### src/rtl/uart_core_cfg.sv
// UART core with compile-time frame format, internal loopback, and a
// single-word receive holding register with parity, framing and overrun status.
//
// Transmit handshake: a word is taken on a rising edge where tx_valid and
// tx_ready are both 1. tx_ready stays 0 from the next cycle until the last
// stop bit has been sent.
//
// Receive handshake: rx_valid stays 1, with rx_data and the error flags
// stable, until a cycle with rx_ack=1. rx_valid then drops on the next cycle,
// unless a new frame completes in that same cycle.
module uart_core_cfg #(
    parameter int CLK_FREQ   = 1000000,
    parameter int BAUD_RATE  = 9600,
    parameter int DATA_BITS  = 8,
    parameter int PARITY_EN  = 0,
    parameter int PARITY_ODD = 0,
    parameter int STOP_BITS  = 1
) (
    input  logic                 clk,
    input  logic                 rst,
    input  logic                 tx_valid,
    input  logic [DATA_BITS-1:0] tx_data,
    output logic                 tx_ready,
    output logic                 tx,
    input  logic                 rx,
    input  logic                 loopback,
    output logic [DATA_BITS-1:0] rx_data,
    output logic                 rx_valid,
    input  logic                 rx_ack,
    output logic                 rx_parity_err,
    output logic                 rx_frame_err,
    output logic                 rx_overrun,
    output logic [2:0]           tx_state_dbg,
    output logic [2:0]           rx_state_dbg
);

    localparam int RAW_CYCLES = CLK_FREQ / BAUD_RATE;
    localparam int BIT_CYCLES = (RAW_CYCLES < 4) ? 4 : RAW_CYCLES;
    localparam int HALF_CYCLES = BIT_CYCLES / 2;
    localparam int CW = $clog2(BIT_CYCLES);

    localparam logic [CW-1:0] CNT_LAST  = CW'(BIT_CYCLES - 1);
    localparam logic [CW-1:0] CNT_HALF  = CW'(HALF_CYCLES - 1);
    localparam logic [2:0]    DATA_LAST = 3'(DATA_BITS - 1);
    localparam logic [2:0]    STOP_LAST = 3'(STOP_BITS - 1);
    localparam logic          PAR_EN    = (PARITY_EN != 0);
    localparam logic          PAR_ODD   = (PARITY_ODD != 0);

    typedef enum logic [2:0] {
        S_IDLE   = 3'd0,
        S_START  = 3'd1,
        S_DATA   = 3'd2,
        S_PARITY = 3'd3,
        S_STOP   = 3'd4
    } state_t;

    // ------------------------------------------------------------------
    // Transmitter
    // ------------------------------------------------------------------
    state_t                 tx_state;
    logic [CW-1:0]          tx_cnt;
    logic [2:0]             tx_bit;
    logic [DATA_BITS-1:0]   tx_shift;
    logic                   tx_par;
    logic                   tx_line;

    // Transmit FSM: one bit period per state step, LSB first via a right shift.
    always_ff @(posedge clk or negedge rst) begin
        if (!rst) begin
            tx_state <= S_IDLE;
            tx_cnt   <= '0;
            tx_bit   <= '0;
            tx_shift <= '0;
            tx_par   <= 1'b0;
            tx_line  <= 1'b1;
            tx_ready <= 1'b1;
        end else begin
            case (tx_state)
                S_IDLE: begin
                    if (tx_valid) begin
                        tx_shift <= tx_data;
                        tx_par   <= (^tx_data) ^ PAR_ODD;
                        tx_line  <= 1'b0;
                        tx_ready <= 1'b0;
                        tx_cnt   <= '0;
                        tx_state <= S_START;
                    end
                end
                default: begin
                    if (tx_cnt != CNT_LAST) begin
                        tx_cnt <= tx_cnt + 1'b1;
                    end else begin
                        tx_cnt <= '0;
                        case (tx_state)
                            S_START: begin
                                tx_state <= S_DATA;
                                tx_bit   <= '0;
                                tx_line  <= tx_shift[0];
                            end
                            S_DATA: begin
                                if (tx_bit == DATA_LAST) begin
                                    tx_bit <= '0;
                                    if (PAR_EN) begin
                                        tx_state <= S_PARITY;
                                        tx_line  <= tx_par;
                                    end else begin
                                        tx_state <= S_STOP;
                                        tx_line  <= 1'b1;
                                    end
                                end else begin
                                    tx_bit   <= tx_bit + 1'b1;
                                    tx_shift <= tx_shift >> 1;
                                    tx_line  <= tx_shift[1];
                                end
                            end
                            S_PARITY: begin
                                tx_state <= S_STOP;
                                tx_line  <= 1'b1;
                            end
                            S_STOP: begin
                                if (tx_bit == STOP_LAST) begin
                                    tx_state <= S_IDLE;
                                    tx_ready <= 1'b1;
                                end else begin
                                    tx_bit <= tx_bit + 1'b1;
                                end
                            end
                            default: tx_state <= S_IDLE;
                        endcase
                    end
                end
            endcase
        end
    end

    // The pin idles high while the frame is routed internally.
    assign tx           = tx_line | loopback;
    assign tx_state_dbg = tx_state;

    // ------------------------------------------------------------------
    // Receiver
    // ------------------------------------------------------------------
    logic rx_s1, rx_s2, rx_src;

    // Two-flop synchroniser; resets to the idle line level.
    always_ff @(posedge clk or negedge rst) begin
        if (!rst) begin
            rx_s1 <= 1'b1;
            rx_s2 <= 1'b1;
        end else begin
            rx_s1 <= rx;
            rx_s2 <= rx_s1;
        end
    end

    // Loopback taps the registered transmit line, so no synchroniser is needed.
    assign rx_src = loopback ? tx_line : rx_s2;

    state_t                 rx_state;
    logic [CW-1:0]          rx_cnt;
    logic [2:0]             rx_bit;
    logic [DATA_BITS-1:0]   rx_shift;
    logic                   rx_par_bit;
    logic                   rx_stop_bad;
    logic                   rx_prev;
    logic                   rx_done;
    logic                   new_perr;
    logic                   new_ferr;

    // Last stop-bit sample of the frame; the final stop sample is folded in directly.
    assign rx_done  = (rx_state == S_STOP) && (rx_cnt == CNT_LAST) && (rx_bit == STOP_LAST);
    assign new_perr = PAR_EN & (rx_par_bit ^ (^rx_shift) ^ PAR_ODD);
    assign new_ferr = rx_stop_bad | ~rx_src;

    // Receive FSM plus the holding register and its handshake.
    always_ff @(posedge clk or negedge rst) begin
        if (!rst) begin
            rx_state      <= S_IDLE;
            rx_cnt        <= '0;
            rx_bit        <= '0;
            rx_shift      <= '0;
            rx_par_bit    <= 1'b0;
            rx_stop_bad   <= 1'b0;
            rx_prev       <= 1'b1;
            rx_data       <= '0;
            rx_valid      <= 1'b0;
            rx_parity_err <= 1'b0;
            rx_frame_err  <= 1'b0;
            rx_overrun    <= 1'b0;
        end else begin
            rx_prev    <= rx_src;
            rx_overrun <= 1'b0;
            case (rx_state)
                S_IDLE: begin
                    if (rx_prev && !rx_src) begin
                        rx_state <= S_START;
                        rx_cnt   <= '0;
                    end
                end
                S_START: begin
                    if (rx_cnt == CNT_HALF) begin
                        rx_cnt      <= '0;
                        rx_bit      <= '0;
                        rx_stop_bad <= 1'b0;
                        rx_state    <= rx_src ? S_IDLE : S_DATA;
                    end else begin
                        rx_cnt <= rx_cnt + 1'b1;
                    end
                end
                S_DATA: begin
                    if (rx_cnt == CNT_LAST) begin
                        rx_cnt   <= '0;
                        rx_shift <= {rx_src, rx_shift[DATA_BITS-1:1]};
                        if (rx_bit == DATA_LAST) begin
                            rx_bit   <= '0;
                            rx_state <= PAR_EN ? S_PARITY : S_STOP;
                        end else begin
                            rx_bit <= rx_bit + 1'b1;
                        end
                    end else begin
                        rx_cnt <= rx_cnt + 1'b1;
                    end
                end
                S_PARITY: begin
                    if (rx_cnt == CNT_LAST) begin
                        rx_cnt     <= '0;
                        rx_par_bit <= rx_src;
                        rx_state   <= S_STOP;
                    end else begin
                        rx_cnt <= rx_cnt + 1'b1;
                    end
                end
                S_STOP: begin
                    if (rx_cnt == CNT_LAST) begin
                        rx_cnt      <= '0;
                        rx_stop_bad <= rx_stop_bad | ~rx_src;
                        if (rx_bit == STOP_LAST) begin
                            rx_state <= S_IDLE;
                        end else begin
                            rx_bit <= rx_bit + 1'b1;
                        end
                    end else begin
                        rx_cnt <= rx_cnt + 1'b1;
                    end
                end
                default: rx_state <= S_IDLE;
            endcase

            if (rx_done) begin
                if (!rx_valid || rx_ack) begin
                    rx_data       <= rx_shift;
                    rx_parity_err <= new_perr;
                    rx_frame_err  <= new_ferr;
                    rx_valid      <= 1'b1;
                end else begin
                    rx_overrun <= 1'b1;
                end
            end else if (rx_ack) begin
                rx_valid      <= 1'b0;
                rx_parity_err <= 1'b0;
                rx_frame_err  <= 1'b0;
            end
        end
    end

    assign rx_state_dbg = rx_state;

endmodule

### config.mk
export PLATFORM = sky130hd
export DESIGN_NAME = uart_core_cfg
export DESIGN_NICKNAME = d
export VERILOG_FILES = /design/src/rtl/uart_core_cfg.sv
export SDC_FILE = /design/constraint.sdc
export NUM_CORES = 1
export LEC_CHECK = 0
export CORE_MARGIN = 10
export CORE_UTILIZATION = 30
export DETAILED_ROUTE_END_ITERATION = 8
export GPL_TIMING_DRIVEN = 0
export HOLD_SLACK_MARGIN = 0.15
export PLACE_DENSITY = 0.56
export RECOVER_POWER = 50
export SYNTH_ARGS = -nofsm -noshare
export SYNTH_HDL_FRONTEND = slang
export SYNTH_SLANG_ARGS = --single-unit
### constraint.sdc
create_clock -name clk -period 3.4 [get_ports clk]
set_input_delay 0.34 -clock clk [delete_from_list [all_inputs] [get_ports clk]]
set_output_delay 0.34 -clock clk [all_outputs]
set_load 0.02 [all_outputs]
Word-level counts from Yosys, hierarchy flattened
Index checks and enable logic that the tools add are counted.

Bits in registers: 60. Input bits: 14. Output and inout bits: 20. Logic and storage cells: 146.

Add/subtract/negate cells: 4. Equality and inequality tests: 28. Muxes and demuxes: 58. Bitwise operators: 5. Reductions and logical operators: 32.

Operator list (count): 3-bit 2-to-1 mux (19); 7-bit 2-to-1 mux (6); 8-bit 2-to-1 mux (5); 7-bit case mux with 3 select lines (1); 1-bit 2-to-1 mux (20); 3-bit case mux with 3 select lines (2); 2-bit inequality test, second input constant (8); 4-bit AND reduction (4); 3-bit case mux with 5 select lines (1); 7-bit by 1-bit adder with 7-bit output, second input constant (2); 3-bit by 2-bit == test with 1-bit output, second input constant (4); 3-bit == test, second input constant (4); 3-bit zero test (4); 3-bit case mux with 4 select lines (1); 2-bit by 1-bit inequality test with 1-bit output, second input constant (5); 2-bit nonzero test (5); 3-bit nonzero test (3); 2-bit AND reduction (4); 7-bit by 6-bit == test with 1-bit output, second input constant (1); 7-bit == test, second input constant (1); 7-bit inequality test, second input constant (1); 7-bit AND reduction (1); 3-bit by 1-bit adder with 3-bit output, second input constant (2); 3-bit by 1-bit == test with 1-bit output, second input constant (2); 14 further kinds (21).

Logic depth before layout (Yosys ltp)
Depth after elaboration: 5. Gate-level depth with buffers: 7. Gate-level depth less buffers: 7.

Least setup slack after synthesis
Ideal clock, no wire load.

Path kind: register -> register. From: register rx_cnt[0]. To: register rx_data[0]. Library setup time: 125 ps. Arrival time: 2236 ps. Required time: 3275 ps. Path slack: 1039 ps. Cell stages (with the launch flop): 8. Path buffers: 1. Clock period less this slack: 2361 ps. Cells stage by stage: dfrtp_1 -> ha_1 -> nand3b_4 -> or3_4 -> or4_4 -> nand2b_4 -> buf_6 -> mux2_4.

Cells in the longest elaborated chain, start to end: 4.

Ends and longest elaborated chain: start, declared (line 160) `logic [CW-1:0] rx_cnt;`; start signal, assigned (line 207) `rx_cnt <= rx_cnt + 1'b1;`; start signal, assigned (line 221) `rx_cnt <= rx_cnt + 1'b1;`; start signal, assigned (line 230) `rx_cnt <= rx_cnt + 1'b1;`; 7-bit == test (line 171) `assign rx_done = (rx_state == S_STOP) && (rx_cnt == CNT_LAST) && (rx_bit == STOP_LAST);`; 1-bit logical AND (2 in a row) (line 171); 2-bit AND reduction (no source line); end signal, assigned (line 251) `rx_data <= rx_shift;`; end, declared (line 27) `output logic [DATA_BITS-1:0] rx_data,`.

Every way passes these cells. A chain may end at the register's enable or synchronous reset.

Final worst setup path
From: register rx_cnt[0]. To: register rx_data[6].

Same word-level chain as after synthesis.

==> run_results.csv <==
group,metric,value,unit
clock_tree,clk_pin_slew_worst_paths,70,ps
setup_path,path_cells,"ha_1, nand3b_4, or3_4, or4_4, nand2b_4, buf_6, mux2_4",
clock_tree,insertion_delay,340,ps
clock_tree,clock_sinks,59,
floorplan,fp.dieW,120,um
floorplan,initial_core_util,30.7,%
grt,groute.usage.overall,9.24,%
placement,port_buffers,32,
logic_synthesis,ys_top_cells_by_area,"dfrtp_1 45%, o21ai_0 6.0%, mux2_2 4.5%",
logic_synthesis,seq_area_frac_synth,49.4,%
layout,register_area,0.00148,mm^2
detailed_routing,dr_total_vias,2264,
floorplan,die_y,120,um
clock_tree,cts_buffers,9,
pwr,power_frac_clock,42.3,%
placement,place_area,0.00350,mm^2
placement,post-dp-hpwl,4490,um
grt,first_global_vias,2281,
detailed_routing,routed_wl,6310,um
sta,final_max_slew_viol_count,0,
floorplan,dieArea,0.0144,mm^2
min_path,hold_class,"register to register",
setup_path,ff2ff_path_depth,7,
placement,dp_cells,451,
setup_path,slowest_delay,570,ps
setup_path,critical_path_arrival,2770,ps
sta,rsz0062_at_grt,"no",
clock_tree,cts_setup_buffers,0,
detailed_routing,drc,0,
sta,setup_violations,0,
logic_synthesis,synth_largest_area_cell,"dfrtp_1",
pwr,p_sw_share,25.4,%
detailed_routing,dr.pass1.iters,4,
sta,tightest_slew,1410,ps
logic_synthesis,synth_area,0.00300,mm^2
clock_tree,cts_tree,"done",
layout,final_net_count,352,
clock_tree,cts-root-buf,"clkbuf_8",
grt,grt_overflow,0,
logic_synthesis,async_reset_ff_share,100,%
pwr,p_comb_share,9.0,%
layout,final_area,0.00369,mm^2
setup_path,critPathCaptureType,"register",
flow_run,max_cap_violations,0,
sta,fin_skew,8.86,ps
layout,stdcell_count,468,
sta,hold_viol,0,
sta,max_freq,393,MHz
sta,timing.final.crit_share,74.8,%
clock_tree,clockBufferDepth,2,
logic_synthesis,yosys_most_used_dff,"dfrtp_1",
pwr,pwr_density_cell,412,mW/mm^2
floorplan,coreArea,0.00977,mm^2
clock_tree,cts.htree.levels,3,
run_status,status,"finished, final reports clean",
pwr,p_int,1.13,mW
layout,multi_input_area,0.00143,mm^2
detailed_routing,postRouteAntennaNets,0,
pwr,p_switching,0.386,mW
detailed_routing,routedWlPerCell,13.5,um
setup_path,cp_num_buf_inv,1,
setup_path,path_delay_family,"simple AND/OR/NAND/NOR gates",
setup_path,worst-path-stages,7,
pwr,p_leak,1.62,nW
setup_path,critPathKind,"register to register",
min_path,min_path_cells,0,
logic_synthesis,syn_nets,307,
layout,antenna_cells,0,
layout,area_growth,23.0,%
logic_synthesis,synth.most_common_cell,"dfrtp_1",
pwr,ir_drop,0.175,mV
logic_synthesis,syn_inst,285,
grt,grt_pass1_wl,11000,um
pwr,seqPwrFrac,48.7,%
logic_synthesis,synth_top_area_share,45.0,%
layout,fill_cells,977,
grt,grt_start_max_net_pins,36,
setup_path,crit_fanout,9,
sta,fin_crit,2540,ps
logic_synthesis,ys_ff_latch,59,
setup_path,slowest_stage,"or4_4",
layout,drive_gt1_share,16.1,%
logic_synthesis,synth_edf_count,0,
floorplan,boundaryPins,34,
setup_path,worstPathRequired,3620,ps
logic_synthesis,synth_warnings,0,
sta,relSlewSlack,6.08,%
logic_synthesis,yosys-top-cells-count,"54 x dfrtp_1, 36 x o21ai_0, 23 x nand2_1, 18 x nor2_1, 12 x mux2_2",
sta,setup_tns,0,ps
setup_path,start_kind,"register",
logic_synthesis,syn_area_per_cell,10.5,um^2
grt,antenna_found_initial,0,
detailed_routing,viasPerCell,4.84,
placement,gp_congestion,0.797,
floorplan,rows,36,
logic_synthesis,synth_cell_types,51,
detailed_routing,drt_iter0_drc,152,
[logic make-up (layout without fill, tap and decap cells)]
logic type | Yosys count | after routing | synth area share, %
compound gates | 72 | 72 | 14.8
xor+xnor | 2 | 2 | 0.584
fa+ha+maj | 8 | 8 | 3.33
buf+inv | 20 | 70 | 2.92
flops | 59 | 59 | 49.4
mux | 28 | 28 | 11.2
other cells | 1 | 1 | 0.125
simple gates | 95 | 95 | 17.6
[cell type report]
type / count / area share (%)
Buffer: 12 / 1.56
Clock buffer: 11 / 3.83
Clock inverter: 5 / 1.42
Inverter: 8 / 0.814
Multi-Input combinational cell: 206 / 38.8
Sequential cell: 59 / 40.2
Tap cell: 133 / 4.51
Timing Repair Buffer: 34 / 8.92
[what timing repair did]
| item | 4_1_cts | 5_1_grt |
|---|---|---|
| resized for setup | 0 | 0 |
| endpoints found under the hold margin | 22 | 0 |
| hold buffers | 1 | 0 |
[metrics by stage]
stage / utilization [%] / total power [mW] / setup WS [ps] / hold slack (ps)
2_1_floorplan: - / 0.832 / 1040 / 44.4
3_3_place_gp: 35.7 / 0.889 / 17.2 / 366
3_5_place_dp: 35.8 / 0.896 / 750 / 366
4_1_cts: 37.9 / 1.55 / 840 / 369
5_1_grt: 37.8 / 1.59 / 558 / 381
6_report: 37.8 / 1.52 / 857 / 380
[power by group through the flow]
stage | logic [mW] | registers, mW | clock network [mW]
2_1_floorplan | 0.0790 | 0.753 | 0
3_3_place_gp | 0.136 | 0.754 | 0
3_5_place_dp | 0.141 | 0.754 | 0
4_1_cts | 0.143 | 0.741 | 0.665
5_1_grt | 0.152 | 0.745 | 0.694
6_report | 0.137 | 0.741 | 0.643
[metal layers]
layer / vias up / global-route usage, % / part of all wire (%)
met1: 1101 / 11.9 / 50
met4: 0 / 4.68 / 1.4
met3: 7 / 3.00 / 4.4
met5: - / 0 / 0
li1: 1122 / - / -
met2: 34 / 13.5 / 44
[registers in the layout, indices dropped and copies added (netlist names), 3 cells and up]
signal / count
tx_cnt: 7
tx_bit: 3
tx_shift: 8
rx_data: 8
rx_state_dbg: 3
tx_state_dbg: 3
rx_bit: 3
rx_shift: 8
rx_cnt: 7
[placed cells by master, fill, tap and decap left out, types with 2 or more instances in the layout]
cell type,instances
a211oi_1,2
a21o_1,5
a21oi_1,9
a22o_1,4
a31oi_1,2
and3_1,2
clkbuf_1,11
clkbuf_8,10
clkdlybuf4s50_1,25
clkinv_2,3
dfrtp_1,54
dfstp_2,4
dlygate4sd3_1,7
ha_1,8
inv_1,8
mux2_2,12
mux2_4,8
mux2i_1,8
nand2_1,23
nand2b_1,6
nand3_1,7
nor2_1,18
nor2b_1,8
nor3_1,10
nor3b_1,5
nor4b_1,3
o21ai_0,36
o31ai_1,2
or2_2,2
or3_1,2
or4b_2,2
xor2_1,2
[final timing paths]
| check | slack [ps] | to | startpoint |
|---|---|---|---|
| min | 380 | rx_s2 | rx_s1 |
| max reg2reg | 860 | rx_data[6] | rx_cnt[0] |
| max | 860 | rx_data[6] | rx_cnt[0] |
| min in group asynchronous | 860 | tx_cnt[6] | rst |
| max in group asynchronous | 1010 | rx_cnt[4] | rst |
| min reg2reg | 380 | rx_s2 | rx_s1 |
Note: power is estimated with default switching activity, not from simulation.
